`src/rtl/ofifo_pkg.sv`:
```
// ofifo_pkg: shared defaults and error-bit positions for the output FIFO bank
package ofifo_pkg;
  localparam int COL_DEF   = 8;
  localparam int BW_DEF    = 16;
  localparam int DEPTH_DEF = 16;
  localparam int ERR_OVF   = 0;
  localparam int ERR_UDF   = 1;
endpackage

```
`src/rtl/fifo_col.sv`:
```
// fifo_col: single-column first-word-fall-through FIFO with wrap-bit pointers
module fifo_col #(
  parameter int BW = 16,
  parameter int DEPTH = 16,
  localparam int PTR_W = $clog2(DEPTH)
) (
  input  logic          clk,
  input  logic          reset,
  input  logic          wr,
  input  logic          rd,
  input  logic [BW-1:0] in,
  output logic [BW-1:0] out,
  output logic          empty,
  output logic          full,
  output logic [PTR_W:0] count
);
  logic [BW-1:0] r_mem [DEPTH];
  logic [PTR_W:0] r_wptr, r_rptr;
  logic w_push;
  assign empty = r_wptr == r_rptr;
  assign full = (r_wptr[PTR_W-1:0] == r_rptr[PTR_W-1:0]) && (r_wptr[PTR_W] != r_rptr[PTR_W]);
  assign count = r_wptr - r_rptr;
  // a same-cycle pop frees the slot, so a full column may still accept the push
  assign w_push = wr && (!full || rd);
  assign out = r_mem[r_rptr[PTR_W-1:0]];
  always_ff @(posedge clk) begin
    if (reset) begin
      r_wptr <= '0;
      r_rptr <= '0;
    end else begin
      if (w_push) r_wptr <= r_wptr + 1'b1;
      if (rd) r_rptr <= r_rptr + 1'b1;
    end
  end
  always_ff @(posedge clk) begin
    if (w_push && !reset) r_mem[r_wptr[PTR_W-1:0]] <= in;
  end
endmodule

```
`src/rtl/ofifo_bank.sv`:
```
// ofifo_bank: per-column output FIFOs presenting a full row only when all columns hold data
module ofifo_bank import ofifo_pkg::*; #(
  parameter int COL = COL_DEF,
  parameter int BW = BW_DEF,
  parameter int DEPTH = DEPTH_DEF,
  localparam int PTR_W = $clog2(DEPTH)
) (
  input  logic              clk,
  input  logic              reset,
  input  logic [COL-1:0]    wr,
  input  logic [COL*BW-1:0] in,
  input  logic              rd,
  output logic [COL*BW-1:0] out,
  output logic              o_valid,
  output logic              o_full,
  output logic              o_ready,
  output logic [PTR_W:0]    o_count,
  output logic [1:0]        o_err
);
  logic [COL-1:0] w_empty, w_full, w_ovf;
  logic [COL*BW-1:0] w_data;
  logic [PTR_W:0] w_count [COL];
  logic [PTR_W:0] w_min;
  logic w_rd;
  logic [1:0] r_err;
  assign w_rd = rd && o_valid;
  for (genvar c = 0; c < COL; c++) begin : g_col
    fifo_col #(.BW(BW), .DEPTH(DEPTH)) u_col (
      .clk(clk),
      .reset(reset),
      .wr(wr[c]),
      .rd(w_rd),
      .in(in[c*BW +: BW]),
      .out(w_data[c*BW +: BW]),
      .empty(w_empty[c]),
      .full(w_full[c]),
      .count(w_count[c])
    );
  end
  assign o_valid = ~|w_empty;
  assign o_full = |w_full;
  assign o_ready = ~o_full;
  assign out = o_valid ? w_data : '0;
  assign w_ovf = wr & w_full & {COL{~w_rd}};
  always_comb begin
    w_min = w_count[0];
    for (int c = 1; c < COL; c++) w_min = (w_count[c] < w_min) ? w_count[c] : w_min;
  end
  assign o_count = w_min;
  always_ff @(posedge clk) begin
    if (reset) r_err <= '0;
    else begin
      if (|w_ovf) r_err[ERR_OVF] <= 1'b1;
      if (rd && !o_valid) r_err[ERR_UDF] <= 1'b1;
    end
  end
  assign o_err = r_err;
endmodule
```
`config.mk`:
```
export PLATFORM = sky130hd
export DESIGN_NAME = ofifo_bank
export DESIGN_NICKNAME = d
export VERILOG_FILES = /design/src/rtl/ofifo_pkg.sv /design/src/rtl/fifo_col.sv /design/src/rtl/ofifo_bank.sv
export SDC_FILE = /design/constraint.sdc
export NUM_CORES = 2
export LEC_CHECK = 0
export ABC_AREA = 1
export CORE_ASPECT_RATIO = 0.9
export CORE_MARGIN = 2
export CORE_UTILIZATION = 30
export CTS_BUF_LIST = sky130_fd_sc_hd__clkbuf_4
export CTS_CLUSTER_DIAMETER = 40
export DETAILED_ROUTE_END_ITERATION = 6
export SYNTH_ARGS = -nofsm -noshare
export SYNTH_HDL_FRONTEND = slang
export SYNTH_SLANG_ARGS = --single-unit
```
`constraint.sdc`:
```
create_clock -name clk -period 20 [get_ports clk]
set_clock_uncertainty 0.15 [all_clocks]
set_input_delay 3 -clock clk [delete_from_list [all_inputs] [get_ports clk]]
set_output_delay 3 -clock clk [all_outputs]
set_load 0.03 [all_outputs]
```
==> flow_summary.toml <==
[run_status]
status = "finished clean"

[detailed_routing]
wl_met2_um = 109700
met3_length_um = 15610
drt_iter0_drc = 4399
wl_met1_um = 104500
ant_nets = 0
wl_um = 236700
wl_per_cell_um = 19.85
dr.pass1.iters = 6
routed.top_layer = "met5"
drc = 0
vias_per_cell = 4.841
vias = 57720

[pwr]
ir_drop_v = 0.00007628
p_int_mw = 7.269
swShare = 0.2451
power_density_mw_per_mm2 = 92.11
power.share.clock = 0.404
p_switching_mw = 2.361
p_leak_nw = 36.32
p_comb_frac = 0.077
seqPwrFrac = 0.519

[grt]
antenna_found_initial = 25
grt_first_pass_wirelength_um = 350800
grt_use_total = 0.1511
grt_max_degree = 105
grt_pass1_vias = 56870
overflow = 0

[yosys]
synthCells = 6955
seq_area_frac_synth = 0.7128
async_flop_share = 0
syn_area_per_cell_um2 = 12.87
synth_area_leaders = "edfxtp_1 69%, mux2i_1 4.0%, nand2_1 3.4%"
synth_edf_count = 2048
synth_top_area_frac = 0.6873
ys_ff_latch = 2162
synth_flop_cell = "edfxtp_1"
syn-num-nets = 7187
synth.distinct_cells = 49
synth_warnings = 0
synth_area_leader_cell = "edfxtp_1"
synthesis.area_mm2 = 0.08948

[cts]
clkSlewWorstSetupHoldPaths_ps = 50
post_cts_resized = 0
cts_inserted_buffers = 579
htree_levels = 6
postCtsSetupRepairBufs = 0
worstSkewPairLatency_ps = 1440
cts.sinks = 2162
cts.path.max_buffers = 4
hold_buffers = 0
cts_root_buffer = "clkbuf_4"
cts_tree = "yes"

[place]
place_congestion = 0.7893
hpwl_um = 135400
place_ws_ps = 7355
io_buffers = 276

[setup_path]
cp-end-kind = "primary output"
crit_required_ps = 16850
critPathMaxStageDelay_ps = 720
crit_arrival_ps = 10950
critPathSlowestCell = "clkdlybuf4s50_1"
path_class = "register to primary output"
worstReg2RegStart = "g_col[7].u_col.r_wptr[0]"
start_kind = "register"
path_max_fanout = 10
crit_top_cell = "ha_1"
startpoint = "g_col[0].u_col.r_wptr[0]"

[timing]
worst_slack_ps = 5897
max_freq_ghz = 0.07090
slew_violations = 0
relSlewSlack = 0.1861
fin_crit_ps = 14100
worstMarginPinSlew_ps = 1220
hold_viol = 0
final.setup.tns_ps = 0
rsz0062_at_grt = "false"
period_share = 0.7052
setup_viol = 0

[cells_and_area]
final_util = 0.3518
layout_common_cells = "2048 x edfxtp_1, 819 x nand2_1, 813 x clkbuf_4, 635 x inv_1, 604 x a21oi_1"
fin_nets = 7821
final_common_cell = "edfxtp_1"
layout-drive-gt1-share = 0.1643
syn_to_final_growth_pct = 16.84

[floorplanning]
die_w_um = 579.7
core_area_mm2 = 0.2972
die_y_um = 522.1
start_util = 0.3011
die-area_mm2 = 0.3026
rows = 190
io_pins = 277

[flow_run]
cap_violations = 0

[worst_hold_path]
hp-class = "register to register"
hold_start = "o_err[1]"
## worst max-delay path, delay by kind of cell, from the launching register on
family / cells / cell delay [ps]
compound gates: 13 / 3020
buf+inv: 9 / 1460
flops: 1 / 340
xor+xnor: 1 / 270
fa+ha+maj: 8 / 2430
simple gates: 19 / 2040
## path summary, 6_finish.rpt
check | to | slack (ps) | cells after the start
hold reg to reg | o_err[1] | 330 | 2
setup / recovery | o_count[2] | 5900 | 50
setup reg to reg | g_col[0].u_col.r_mem[5][10] | 14680 | 14
hold / removal | o_err[1] | 330 | 2
## flip-flops by register name (all words and copies together) (netlist names), named ones only
register and flops:
g_col.u_col.r_mem 2048, o_err 2, g_col.u_col.r_wptr 40, g_col.u_col.r_rptr 40
## metrics by stage
stage / power, mW / instances / area [um^2] / hold WS, ps
2_1_floorplan: 5.544 / 6955 / 89480 / 340.2
3_3_place_gp: 5.798 / 10940 / 97270 / 313.0
3_5_place_dp: 5.831 / 10940 / 97270 / 320.9
4_1_cts: 9.775 / 11920 / 104500 / 333.0
5_1_grt: 10.08 / 11920 / 104500 / 360.0
6_report: 9.630 / 11920 / 104500 / 333.1
## power by group through the flow
stage          Combinational (mW)  Clock (mW)  Sequential (mW)
2_1_floorplan               0.454           0             5.09
3_3_place_gp                0.708           0             5.09
3_5_place_dp                0.739           0             5.09
4_1_cts                     0.742        4.04             5.00
5_1_grt                     0.815        4.27             4.99
6_report                    0.740        3.89             5.00
## cell usage after synthesis (2+ instances only)
master and count:
a2111oi_0 8, a211oi_1 17, a21oi_1 604, a221o_1 2, a221oi_1 49, a311oi_1 35
a31oi_1 99, a41oi_1 2, and2_1 2, buf_1 93, clkbuf_1 295, clkinv_1 4
dfxtp_1 114, edfxtp_1 2048, fa_1 8, ha_1 85, inv_1 638, inv_2 15
mux2_2 89, mux2i_1 359, nand2_1 821, nand2_2 17, nand2_4 11, nand3_1 464
nand3_2 10, nand3_4 2, nand4_1 15, nor2_1 255, nor2_2 2, nor3_1 56
nor3b_1 40, nor4_1 2, o211ai_1 78, o21a_1 12, o21ai_0 553, o21bai_1 2
o221ai_1 3, o22ai_1 5, o311a_1 6, xnor2_1 2, xor2_1 25
## layout make-up
type | count | area (um^2)
Inverter | 657 | 2481
Clock inverter | 158 | 1156
Multi-Input combinational cell | 3748 | 22050
Antenna cell | 7 | 17.52
Tap cell | 3936 | 4925
Fill cell | 28950 | 192600
Timing Repair Buffer | 441 | 3999
Clock buffer | 813 | 6103
Sequential cell | 2162 | 63820
## cell families after synthesis
| family | count (synthesis) | synth area share |
|---|---|---|
| mux | 448 | 0.05136 |
| xor+xnor | 28 | 0.002825 |
| simple gates | 1701 | 0.08364 |
| compound gates | 1478 | 0.09184 |
| flops | 2162 | 0.7128 |
| buf+inv | 1045 | 0.04384 |
| fa+ha+maj | 93 | 0.01368 |
## layer usage
layer,up-vias,track usage
met5,-,0
met4,22,0.05498
met3,445,0.03101
met2,2023,0.2415
met1,28370,0.2027
li1,26860,-
(Power assumes the default switching activity.)
